==> src/rtl/ariane_rst_seq_pkg.sv <==
// Shared types for the FPGA reset sequencer: FSM states, reset-cause codes and
// the width of the single shared phase counter.
package ariane_rst_seq_pkg;

  typedef enum logic [2:0] {
    StLock,
    StMem,
    StPeriph,
    StRun,
    StNdm,
    StSw
  } rst_state_e;

  typedef enum logic [1:0] {
    CausePor = 2'd0,
    CausePll = 2'd1,
    CauseNdm = 2'd2,
    CauseSw  = 2'd3
  } rst_cause_e;

  // One counter serves every timed phase, so it is sized for the longest one.
  function automatic int unsigned cnt_width(input int unsigned lock_filter,
                                            input int unsigned mem_to_periph,
                                            input int unsigned periph_to_core,
                                            input int unsigned sw_hold);
    int unsigned max_val;
    max_val = lock_filter;
    if (mem_to_periph > max_val) max_val = mem_to_periph;
    if (periph_to_core > max_val) max_val = periph_to_core;
    if (sw_hold > max_val) max_val = sw_hold;
    return $clog2(max_val) + 1;
  endfunction

endpackage

==> src/rtl/ariane_rst_seq.sv <==
// Reset sequencer: waits for a filtered PLL lock, releases memory, peripheral
// and core resets in order, and re-sequences on lock loss, ndmreset or SW request.
module ariane_rst_seq
  import ariane_rst_seq_pkg::*;
#(
  parameter int unsigned LOCK_FILTER    = 16,
  parameter int unsigned MEM_TO_PERIPH  = 8,
  parameter int unsigned PERIPH_TO_CORE = 8,
  parameter int unsigned SW_HOLD        = 4
) (
  input  logic       clk_i,
  input  logic       rst_ni,
  input  logic       pll_locked_i,
  input  logic       ndmreset_req_i,
  input  logic       sw_rst_req_i,
  output logic       rst_mem_no,
  output logic       rst_periph_no,
  output logic       rst_core_no,
  output logic       busy_o,
  output logic [1:0] rst_cause_o
);

  localparam int unsigned CntW = cnt_width(LOCK_FILTER, MEM_TO_PERIPH, PERIPH_TO_CORE, SW_HOLD);

  localparam logic [CntW-1:0] LockLast   = CntW'(LOCK_FILTER - 1);
  localparam logic [CntW-1:0] MemLast    = CntW'(MEM_TO_PERIPH - 1);
  localparam logic [CntW-1:0] PeriphLast = CntW'(PERIPH_TO_CORE - 1);
  localparam logic [CntW-1:0] SwLast     = CntW'(SW_HOLD - 1);

  rst_state_e      state_q, state_d;
  rst_cause_e      cause_q, cause_d;
  logic [CntW-1:0] cnt_q, cnt_d;
  logic            mem_q, mem_d;
  logic            periph_q, periph_d;
  logic            core_q, core_d;
  logic            busy_q, busy_d;

  always_comb begin
    state_d  = state_q;
    cause_d  = cause_q;
    cnt_d    = cnt_q;
    mem_d    = mem_q;
    periph_d = periph_q;
    core_d   = core_q;
    busy_d   = busy_q;

    // Lock loss overrides every other event once the sequence has started.
    if (state_q != StLock && !pll_locked_i) begin
      mem_d    = 1'b0;
      periph_d = 1'b0;
      core_d   = 1'b0;
      busy_d   = 1'b1;
      cause_d  = CausePll;
      cnt_d    = '0;
      state_d  = StLock;
    end else begin
      unique case (state_q)
        StLock: begin
          if (!pll_locked_i) begin
            cnt_d = '0;
          end else if (cnt_q == LockLast) begin
            cnt_d   = '0;
            mem_d   = 1'b1;
            state_d = StMem;
          end else begin
            cnt_d = cnt_q + CntW'(1);
          end
        end
        StMem: begin
          if (cnt_q == MemLast) begin
            cnt_d    = '0;
            periph_d = 1'b1;
            state_d  = StPeriph;
          end else begin
            cnt_d = cnt_q + CntW'(1);
          end
        end
        StPeriph: begin
          if (cnt_q == PeriphLast) begin
            cnt_d   = '0;
            core_d  = 1'b1;
            busy_d  = 1'b0;
            state_d = StRun;
          end else begin
            cnt_d = cnt_q + CntW'(1);
          end
        end
        StRun: begin
          if (ndmreset_req_i) begin
            core_d   = 1'b0;
            periph_d = 1'b0;
            busy_d   = 1'b1;
            cause_d  = CauseNdm;
            cnt_d    = '0;
            state_d  = StNdm;
          end else if (sw_rst_req_i) begin
            core_d   = 1'b0;
            periph_d = 1'b0;
            busy_d   = 1'b1;
            cause_d  = CauseSw;
            cnt_d    = '0;
            state_d  = StSw;
          end
        end
        StNdm: begin
          if (!ndmreset_req_i) begin
            cnt_d    = '0;
            periph_d = 1'b1;
            state_d  = StPeriph;
          end
        end
        StSw: begin
          if (cnt_q == SwLast) begin
            cnt_d    = '0;
            periph_d = 1'b1;
            state_d  = StPeriph;
          end else begin
            cnt_d = cnt_q + CntW'(1);
          end
        end
        default: begin
          mem_d    = 1'b0;
          periph_d = 1'b0;
          core_d   = 1'b0;
          busy_d   = 1'b1;
          cnt_d    = '0;
          state_d  = StLock;
        end
      endcase
    end
  end

  always_ff @(posedge clk_i) begin
    if (!rst_ni) begin
      state_q  <= StLock;
      cause_q  <= CausePor;
      cnt_q    <= '0;
      mem_q    <= 1'b0;
      periph_q <= 1'b0;
      core_q   <= 1'b0;
      busy_q   <= 1'b1;
    end else begin
      state_q  <= state_d;
      cause_q  <= cause_d;
      cnt_q    <= cnt_d;
      mem_q    <= mem_d;
      periph_q <= periph_d;
      core_q   <= core_d;
      busy_q   <= busy_d;
    end
  end

  assign rst_mem_no    = mem_q;
  assign rst_periph_no = periph_q;
  assign rst_core_no   = core_q;
  assign busy_o        = busy_q;
  assign rst_cause_o   = cause_q;

  // A domain may only leave reset once everything it depends on is out of reset.
  a_release_order : assert property (@(posedge clk_i)
      (!rst_core_no || rst_periph_no) && (!rst_periph_no || rst_mem_no));

endmodule

==> config.mk <==
export PLATFORM = sky130hd
export DESIGN_NAME = ariane_rst_seq
export DESIGN_NICKNAME = d
export VERILOG_FILES = /design/src/rtl/ariane_rst_seq_pkg.sv /design/src/rtl/ariane_rst_seq.sv
export SDC_FILE = /design/constraint.sdc
export NUM_CORES = 1
export LEC_CHECK = 0
export CAP_MARGIN = 5
export CORE_MARGIN = 2
export CORE_UTILIZATION = 49
export DETAILED_ROUTE_END_ITERATION = 6
export GPL_TIMING_DRIVEN = 1
export PLACE_DENSITY = 0.74
export SLEW_MARGIN = 20
export SYNTH_ARGS = -nofsm -noshare
export SYNTH_HDL_FRONTEND = slang
export SYNTH_SLANG_ARGS = --single-unit
==> constraint.sdc <==
create_clock -name clk_i -period 1.8 [get_ports clk_i]
set_input_delay 0.18 -clock clk_i [delete_from_list [all_inputs] [get_ports clk_i]]
set_output_delay 0.18 -clock clk_i [all_outputs]
set_load 0.005 [all_outputs]
==> results of run 1 <==
-- metrics by stage --
stage | total power [mW] | setup WS, ns | util | instances | area, um^2
finish | 0.9592 | 0.02371 | 0.7475 | 171 | 1319
global route | 1.004 | -0.04588 | 0.7475 | 171 | 1319
CTS | 0.9037 | -0.003016 | 0.7078 | 169 | 1249
detailed placement | 0.7085 | -0.05751 | 0.6723 | 165 | 1186
global placement | 0.7000 | -0.02441 | 0.6723 | 165 | 1186
floorplan | 0.5748 | 0.01932 | - | 116 | 943.4
-- state kept, by name, indices dropped and copies added (netlist names) --
name and count:
cnt_q 5, state_q 3, busy_o 1, rst_cause_o 2, rst_core_no 1, rst_mem_no 1
rst_periph_no 1
-- worst max path at each step --
stage                    from  slack (ns)             to  cells past startpoint
3_5_place_dp         cnt_q[0]       -0.06       cnt_q[1]                      8
5_1_grt              cnt_q[0]       -0.05     state_q[2]                      7
3_3_place_gp   ndmreset_req_i       -0.02     state_q[0]                      5
2_1_floorplan        cnt_q[0]        0.02       cnt_q[1]                      8
4_1_cts              cnt_q[0]      -0.003       cnt_q[1]                      8
6_report             cnt_q[0]        0.02  rst_periph_no                      7
-- tightest hold or removal path, cell delays in order, from the launching register on --
cell and delay, ns:
dfxtp_1 0.32, inv_1 0.05, a21oi_1 0.05
-- cell families after synthesis --
| family | after synthesis | share of synthesized area |
|---|---|---|
| DFF | 14 | 0.2971 |
| xor gates and xnor gates | 2 | 0.01857 |
| buffers and inverters | 14 | 0.06896 |
| muxes | 4 | 0.04244 |
| adders and majority gates | 5 | 0.06631 |
| AOI/OAI and AO/OA | 34 | 0.2480 |
| and+or+nand+nor | 43 | 0.2586 |
-- cell usage after synthesis (all sizes together) --
| cell type | number |
|---|---|
| buf | 5 |
| and3b | 1 |
| ha | 5 |
| a2111oi | 2 |
| o21bai | 1 |
| a21o | 3 |
| nand3b | 1 |
| a31oi | 1 |
| nor3 | 2 |
| nor3b | 2 |
| dfxtp | 14 |
| or3 | 1 |
| a211oi | 1 |
| or4b | 1 |
| o22ai | 2 |
| o21a | 1 |
| nor4bb | 2 |
| a21oi | 10 |
| a211o | 1 |
| o2111ai | 1 |
| xor2 | 2 |
| nor2b | 2 |
| a32oi | 1 |
| nor4b | 1 |
| or3b | 1 |
| inv | 9 |
| and2 | 2 |
| nor2 | 8 |
| nand3 | 5 |
| mux2i | 4 |
| o21ai | 10 |
| nand2 | 12 |
| nand4 | 1 |
| nand2b | 1 |
-- repair_timing --
item                                    in CTS  in global routing
gates resized for setup                      6                 14
endpoints found under the setup margin       5                  6
endpoints found under the hold margin        0                  0
hold buffers                                 0                  0
pin swaps                                    2                  4
buffers inserted                             1                  2
-- final cells by class --
cell class | instances | area [um^2]
Sequential cell | 14 | 285.3
Inverter | 9 | 33.78
Tap cell | 25 | 31.28
Multi-Input combinational cell | 88 | 680.7
Timing Repair Buffer | 32 | 265.3
Fill cell | 147 | 445.4
Clock buffer | 3 | 22.52
-- power breakdown --
group | total, mW | internal (mW) | switching [mW]
registers | 0.382 | 0.340 | 0.0425
logic | 0.393 | 0.195 | 0.197
clock network | 0.184 | 0.0779 | 0.106
total | 0.959 | 0.613 | 0.346
-- metal layers --
layer,global-route usage,vias to the layer above,wire (um)
met5,0,-,0
met1,0.3108,483,1131
li1,-,474,-
met4,0.09730,0,97
met3,0.04528,13,259
met2,0.4560,73,1415
==> results by group, run 1 <==
Drt
  • Final wirelength: 2.903 mm
  • Remaining antenna violation count: 0
  • Starting DRC count in detailed routing: 38
  • Post-route DRC violation count: 0
  • Mean routed wirelength per cell: 16.98 um
  • Vias per inst: 6.099
  • DR pass1 iterations: 5
  • Via count: 1,043

Run status
  • Status: finished, final reports clean

Global routing
  • Vias in the first global route: 873
  • Initial antenna violation count: 0
  • Final global-route overflow total: 0
  • All-Layer GR Usage: 0.2590
  • Global-route wire length before repair: 4.008 mm
  • Largest net degree at the start of global routing: 10

Clock network
  • Root buffer cell: clkbuf_4
  • Clk buf depth: 2
  • CTS tree: yes
  • CTS Sinks: 14
  • Num CTS Buffers: 3
  • Worst-path clk slew: 0.09 ns
  • Clock latency on the worst-skew pair: 0.29 ns
  • H-tree depth: 1

Layout
  • Leading cell type in the layout, fill and taps excluded: buf_4
  • Share of cells above drive strength 1: 0.3014
  • # diodes: 0
  • Synth-to-layout area growth: 39.79%
  • Layout Nets: 158
  • Most frequent cells in the layout: buf_4, nand2_1, a21oi_1, dfxtp_1, clkdlybuf4s50_1

Worst setup path
  • Critical Path, Cell by Cell: ha_4, buf_4, nor3b_2, buf_4, nand4_1, a31oi_1, mux2i_1
  • Slowest CP cell: dfxtp_2
  • Worst r2r path cells: 7
  • Worst Path Max Fanout: 5
  • WP data required: 2.02 ns
  • Reg2reg start: cnt_q[0]
  • CP Launch Type: flip-flop
  • R2r endpoint: rst_periph_no
  • Buffers and inverters on the worst path: 2
  • Reg2reg setup slack: 0.02 ns
  • CP max stage delay: 0.36 ns
  • Critical Path AT: 2.00 ns
  • CP top delay family: simple AND/OR/NAND/NOR gates
  • Critical path class: flip-flop to flip-flop
  • Endpoint class of the critical path: flip-flop
  • Top cell by count, worst path: buf_4

Synthesis
  • Syn Area/Cell: 8.133 um^2
  • Synthesized flop and latch total: 14
  • Synth area leader: dfxtp_1
  • Distinct cells, synth: 39
  • Sequential-to-total area share from yosys stat: 0.2971
  • Synth area leaders: dfxtp_1, ha_1, a21oi_1
  • YS warnings: 0
  • Synth top area share: 0.2971
  • Synth Cell Area: 943.4 um^2
  • Synth Net Count: 126
  • Syn Inst Count: 116

Timing
  • Hold WS: 0.4487 ns
  • Unrepaired setup endpoints after global routing: true
  • Count of final hold-check violations: 0
  • Max Clock Skew: 0.003552 ns
  • Fin Setup TNS: 0 ns
  • Tmin final: 1.776 ns
  • Slew Viols, Final: 0
  • Final worst path period share: 0.9868
  • Worst-margin pin slew: 0.5434 ns
  • Setup violators final: 0
  • Slew HR: 0.6328
  • Maximum clock rate: 563.0 MHz

Floorplanning
  • # rows: 15
  • Starting Density: 0.5348
  • I/O Pins: 11
  • Die area: 2292 um^2
  • Die width: 47.88 um
  • Core Area: 1764 um^2
  • Die height: 47.88 um

Power
  • PD cells: 727.4 nW/um^2
  • Worst vdd rail ir drop: 0.5829 mV
  • Leakage power: 0.5176 nW

Placement
  • Port Buffer Count: 10
  • HPWL Detailed: 1.784 mm
  • Placer Congestion: 0.8475

Worst hold path
  • Min-delay src: rst_core_no
  • Worst hold path class: flip-flop to flip-flop
  • Hold path depth: 2
  • Worst Hold Path EP: rst_core_no

Flow run
  • Number of max-cap violations: 0
Power figures use the tool's default switching activity.
==> run 2: changes to the inputs <==
--- a/config.mk
+++ b/config.mk
@@ -10,7 +10,7 @@
 export CORE_UTILIZATION = 49
 export DETAILED_ROUTE_END_ITERATION = 6
 export GPL_TIMING_DRIVEN = 1
-export PLACE_DENSITY = 0.74
+export PLACE_DENSITY = 0.72
 export SLEW_MARGIN = 20
 export SYNTH_ARGS = -nofsm -noshare
 export SYNTH_HDL_FRONTEND = slang
==> run 2 against run 1 <==
Sequential power is essentially flat. Register-to-register slack is essentially flat. Non-clock buffer count shrank 2. Final cell count shrank 1.2%. Utilization shrank 1.1 points. Worst hold slack lost 0.0028 ns. Critical path depth is the same. Maximum frequency shrank 0.13%. Clock-buffer cell count is the same. Sequential share of layout area grew 0.41 points. Setup slack lost 0.0023 ns. Critical path type unchanged. Critical endpoint is now state_q[2]. Largest cell class unchanged. Largest power group unchanged.
==> results by group, run 2 (synthesis gave the netlist of run 1 again) <==
Worst setup path
  • Worst r2r path cells: 7
  • Critical Path AT: 2.00 ns
  • Reg2reg setup slack: 0.02 ns
  • R2r endpoint: state_q[2]
  • Critical path class: flip-flop to flip-flop
  • CP Launch Type: flip-flop
  • WP data required: 2.03 ns
  • Worst Path Max Fanout: 5
  • Reg2reg start: cnt_q[0]
  • Endpoint class of the critical path: flip-flop

Timing
  • Final worst path period share: 0.9881
  • Slew Viols, Final: 0
  • Fin worst setup slack: 0.02146 ns
  • Count of final hold-check violations: 0
  • Maximum clock rate: 562.3 MHz
  • Unrepaired setup endpoints after global routing: true
  • Setup violators final: 0
  • Tmin final: 1.779 ns
  • Fin Setup TNS: 0 ns
  • Worst-margin pin slew: 0.4116 ns
  • Hold WS: 0.4459 ns
  • Max Clock Skew: 0.004585 ns
  • Slew HR: 0.7185

Layout
  • Layout fillers: 143
  • Most flops, register: cnt_q
  • Leading cell type in the layout, fill and taps excluded: buf_4
  • Layout Nets: 156
  • Layout Cells excl Fill: 169
  • Post-route core utilization: 0.7369
  • Most frequent cells in the layout: buf_4, nand2_1, a21oi_1, clkdlybuf4s50_1
  • # diodes: 0
  • Multi-input gate area: 671.9 um^2
  • Synth-to-layout area growth: 37.80%
  • Max reg flops: 5
  • Share of cells above drive strength 1: 0.2917
  • Register area: 286.5 um^2

Clock network
  • CTS Sinks: 14
  • Root buffer cell: clkbuf_4
  • CTS tree: yes
  • Clk buf depth: 2
  • Worst-path clk slew: 0.09 ns
  • Num CTS Buffers: 3
  • Clock latency on the worst-skew pair: 0.30 ns
  • H-tree depth: 1
  • Hold Buf Count CTS: 0

Placement
  • Placer Congestion: 0.8538
  • Setup WS pre-CTS: -0.07904 ns
  • Post-Place Cells: 165
  • Port Buffer Count: 10
  • HPWL Detailed: 1.797 mm

Drt
  • Vias per inst: 5.657
  • Remaining antenna violation count: 0
  • Starting DRC count in detailed routing: 29
  • Mean routed wirelength per cell: 15.14 um
  • Post-route DRC violation count: 0
  • Via count: 956
  • Final wirelength: 2.559 mm
  • DR pass1 iterations: 4

Floorplanning
  • Die height: 47.88 um
  • Starting Density: 0.5348
  • # rows: 15
  • Die width: 47.88 um
  • I/O Pins: 11
  • Core Area: 1764 um^2
  • Die area: 2292 um^2

Global routing
  • Final global-route overflow total: 0
  • Initial antenna violation count: 0
  • Vias in the first global route: 824
  • Largest net degree at the start of global routing: 12
  • All-Layer GR Usage: 0.2338
  • Global-route wire length before repair: 3.643 mm

Power
  • Leakage power: 0.5062 nW
  • PD cells: 738.9 nW/um^2
  • Worst vdd rail ir drop: 0.5149 mV

Worst hold path
  • Worst Hold Path EP: rst_cause_o[1]
  • Min-delay src: rst_cause_o[1]
  • Worst hold path class: flip-flop to flip-flop
  • Hold path depth: 2

Flow run
  • Number of max-cap violations: 0

Run status
  • Status: finished, final reports clean
[run 2: worst max path at each step]
| stage | to | from | cells past startpoint | slack (ns) |
|---|---|---|---|---|
| finish | state_q[2] | cnt_q[0] | 7 | 0.02 |
| global route | state_q[2] | cnt_q[0] | 7 | -0.04 |
| CTS | cnt_q[1] | cnt_q[0] | 8 | 0.004 |
| detailed placement | cnt_q[1] | cnt_q[0] | 8 | -0.08 |
| global placement | state_q[1] | cnt_q[0] | 6 | 0.02 |
| floorplan | cnt_q[1] | cnt_q[0] | 8 | 0.02 |
[run 2: per-stage QoR]
stage	instance area, um^2	total power, mW
floorplan	943.4	0.5748
global placement	1186	0.7004
detailed placement	1186	0.7136
CTS	1242	0.9172
global route	1300	1.002
finish	1300	0.9606
[run 2: worst max-delay path, cell delays in order (launching register included)]
cell and delay, ns:
dfxtp_2 0.36, ha_4 0.15, buf_6 0.11, nor3b_4 0.23, a211oi_2 0.15, a2111oi_4 0.34
buf_4 0.19, mux2i_1 0.18
[run 2: layout make-up]
| cell class | count | share of cell area |
|---|---|---|
| Multi-Input combinational cell | 88 | 0.5168 |
| Sequential cell | 14 | 0.2204 |
| Clock buffer | 3 | 0.01732 |
| Inverter | 9 | 0.02599 |
| Timing Repair Buffer | 30 | 0.1954 |
| Tap cell | 25 | 0.02406 |
[run 2: where the power goes]
part           total, mW  switching (mW)  internal [mW]
logic              0.387           0.185          0.202
registers          0.385          0.0451          0.340
clock network      0.189           0.111         0.0782
[run 2: per-layer routing]
metal | track usage | vias to the layer above | wire length [um]
li1 | - | 467 | -
met1 | 0.2768 | 446 | 1040
met2 | 0.3973 | 34 | 1303
met3 | 0.06792 | 9 | 147
met4 | 0.08649 | 0 | 68
met5 | 0 | - | 0
[run 2: what timing repair did]
item | 4_1_cts | 5_1_grt
pin swaps | 3 | 3
buffers inserted | 1 | 0
gates resized for setup | 6 | 14
setup endpoints to repair | 5 | 7
==> run 3: changes to the inputs <==
--- a/config.mk
+++ b/config.mk
@@ -6,11 +6,13 @@
 export NUM_CORES = 1
 export LEC_CHECK = 0
 export CAP_MARGIN = 5
+export CELL_PAD_IN_SITES_DETAIL_PLACEMENT = 1
+export CELL_PAD_IN_SITES_GLOBAL_PLACEMENT = 1
 export CORE_MARGIN = 2
-export CORE_UTILIZATION = 49
+export CORE_UTILIZATION = 43
 export DETAILED_ROUTE_END_ITERATION = 6
 export GPL_TIMING_DRIVEN = 1
-export PLACE_DENSITY = 0.72
+export PLACE_DENSITY = 0.93
 export SLEW_MARGIN = 20
 export SYNTH_ARGS = -nofsm -noshare
 export SYNTH_HDL_FRONTEND = slang
==> constraint.sdc (replaced) <==
create_clock -name clk_i -period 2.1 [get_ports clk_i]
set_input_delay 0.21 -clock clk_i [delete_from_list [all_inputs] [get_ports clk_i]]
set_output_delay 0.21 -clock clk_i [all_outputs]
set_load 0.005 [all_outputs]
==> run 3 against run 2 <==
Largest power group is now sequential cells. Utilization decreased by 18 points. Combinational power decreased by 40%. Clock-buffer cell count unchanged. Critical path depth decreased by 2. Sequential power decreased by 13%. Clock power decreased by 17%. Highest routed layer unchanged. Register-to-register slack improved by 0.11 ns. First-iteration DRC count decreased by 45%.
==> results by group, run 3 (synthesis gave the netlist of run 1 again) <==
Placement
  • HPWL Detailed: 1.921 mm
  • Port Buffer Count: 10
  • Placer Congestion: 0.7807

Drt
  • Remaining antenna violation count: 0
  • Post-route DRC violation count: 0
  • Via count: 905
  • Mean routed wirelength per cell: 17.03 um
  • DR pass1 iterations: 4
  • Vias per inst: 5.801
  • Final wirelength: 2.656 mm
  • Starting DRC count in detailed routing: 16

Clock network
  • CTS Sinks: 14
  • Root buffer cell: clkbuf_4
  • H-tree depth: 1
  • Num CTS Buffers: 3
  • Postcts setup bufs: 0
  • Hold Buf Count CTS: 0
  • Clk buf depth: 2
  • Worst-path clk slew: 0.08 ns
  • Clock latency on the worst-skew pair: 0.28 ns
  • CTS tree: yes

Layout
  • Synth-to-layout area growth: 19.36%
  • Post-route core utilization: 0.5569
  • Layout Nets: 141
  • Max reg flops: 5
  • Layout fillers: 247
  • # diodes: 0
  • Leading cell type in the layout, fill and taps excluded: dfxtp_1
  • Most frequent cells in the layout: dfxtp_1, nand2_1, a21oi_1, clkdlybuf4s50_1
  • Most flops, register: cnt_q
  • Share of cells above drive strength 1: 0.1240

Floorplanning
  • Die area: 2585 um^2
  • I/O Pins: 11
  • Starting Density: 0.4666
  • Die height: 50.84 um
  • # rows: 16
  • Core Area: 2022 um^2
  • Die width: 50.84 um

Timing
  • Slew HR: 0.5565
  • Slew Viols, Final: 0
  • Setup violators final: 0
  • Final worst path period share: 0.9395
  • Tmin final: 1.973 ns
  • Fin Setup TNS: 0 ns
  • Maximum clock rate: 506.9 MHz
  • Worst-margin pin slew: 0.6608 ns
  • Count of final hold-check violations: 0
  • Max Clock Skew: 0.003206 ns

Worst hold path
  • Worst hold path class: flip-flop to flip-flop

Worst setup path
  • CP Launch Type: flip-flop
  • Endpoint class of the critical path: flip-flop
  • Critical path class: flip-flop to flip-flop
  • CP top delay family: compound AO/OA/AOI/OAI gates
  • Slowest CP cell: a2111oi_4
  • Critical Path, Cell by Cell: ha_2, nor3b_1, a211oi_2, a2111oi_4, mux2i_1
  • WP data required: 2.31 ns
  • Buffers and inverters on the worst path: 0
  • Critical Path AT: 2.19 ns
  • CP max stage delay: 0.44 ns
  • Worst Path Max Fanout: 6

Flow run
  • Number of max-cap violations: 0

Power
  • Worst vdd rail ir drop: 0.3472 mV
  • PD cells: 642.7 nW/um^2
  • Design Power: 0.7237 mW
  • Leakage power: 0.4234 nW

Global routing
  • Initial antenna violation count: 0
  • Largest net degree at the start of global routing: 16
  • Vias in the first global route: 907
  • All-Layer GR Usage: 0.2244
  • Final global-route overflow total: 0
  • Global-route wire length before repair: 4.305 mm

Run status
  • Status: finished, final reports clean
## run 3: worst paths after layout
kind / start / to / slack, ns / cells past startpoint
min reg2reg: rst_core_no / rst_core_no / 0.45 / 2
max: cnt_q[0] / state_q[2] / 0.13 / 5
max reg2reg: cnt_q[0] / state_q[2] / 0.13 / 5
min: rst_core_no / rst_core_no / 0.45 / 2
## run 3: per-layer routing
metal / track usage / vias to the layer above / share of wire
met5: 0 / - / 0
met4: 0.08559 / 0 / 0.013
met3: 0.04094 / 5 / 0.023
met2: 0.3947 / 13 / 0.52
met1: 0.2706 / 446 / 0.44
li1: - / 441 / -
## run 3: cell type report
type,count,area [um^2],share of cell area
clock buffer,3,22.52,0.02000
inverter,9,33.78,0.03000
multi-input combinational,88,618.1,0.5489
sequential,14,280.3,0.2489
tap,27,33.78,0.03000
timing repair buffer,15,137.6,0.1222
## run 3: power breakdown
| part | total [mW] | internal, mW | switching (mW) |
|---|---|---|---|
| clock | 0.156 | 0.0667 | 0.0890 |
| sequential | 0.334 | 0.289 | 0.0451 |
| combinational | 0.234 | 0.105 | 0.129 |
## run 3: metrics by stage
step / hold slack, ns / instance area, um^2 / setup WS, ns / std cells
finish: 0.4489 / 1126 / 0.1271 / 156
global route: 0.4762 / 1126 / -0.01571 / 156
CTS: 0.4579 / 1106 / 0.05028 / 156
detailed placement: 0.4465 / 1084 / 0.08469 / 153
global placement: 0.4333 / 1084 / 0.1616 / 153
floorplan: 0.3382 / 943.4 / 0.3193 / 116
## run 3: repair_timing
| action | 4_1_cts | 5_1_grt |
|---|---|---|
| setup endpoints to repair | 0 | 5 |
| endpoints found under the hold margin | 0 | 0 |
| resized for setup | 0 | 4 |
## run 3: worst reg2reg max path: cells and delay by family, from the launching register on
kind,cells,cell delay [ns]
DFF,1,0.39
AOI/OAI and AO/OA,2,0.65
adders and majority gates,1,0.25
muxes,1,0.25
and+or+nand+nor,1,0.36
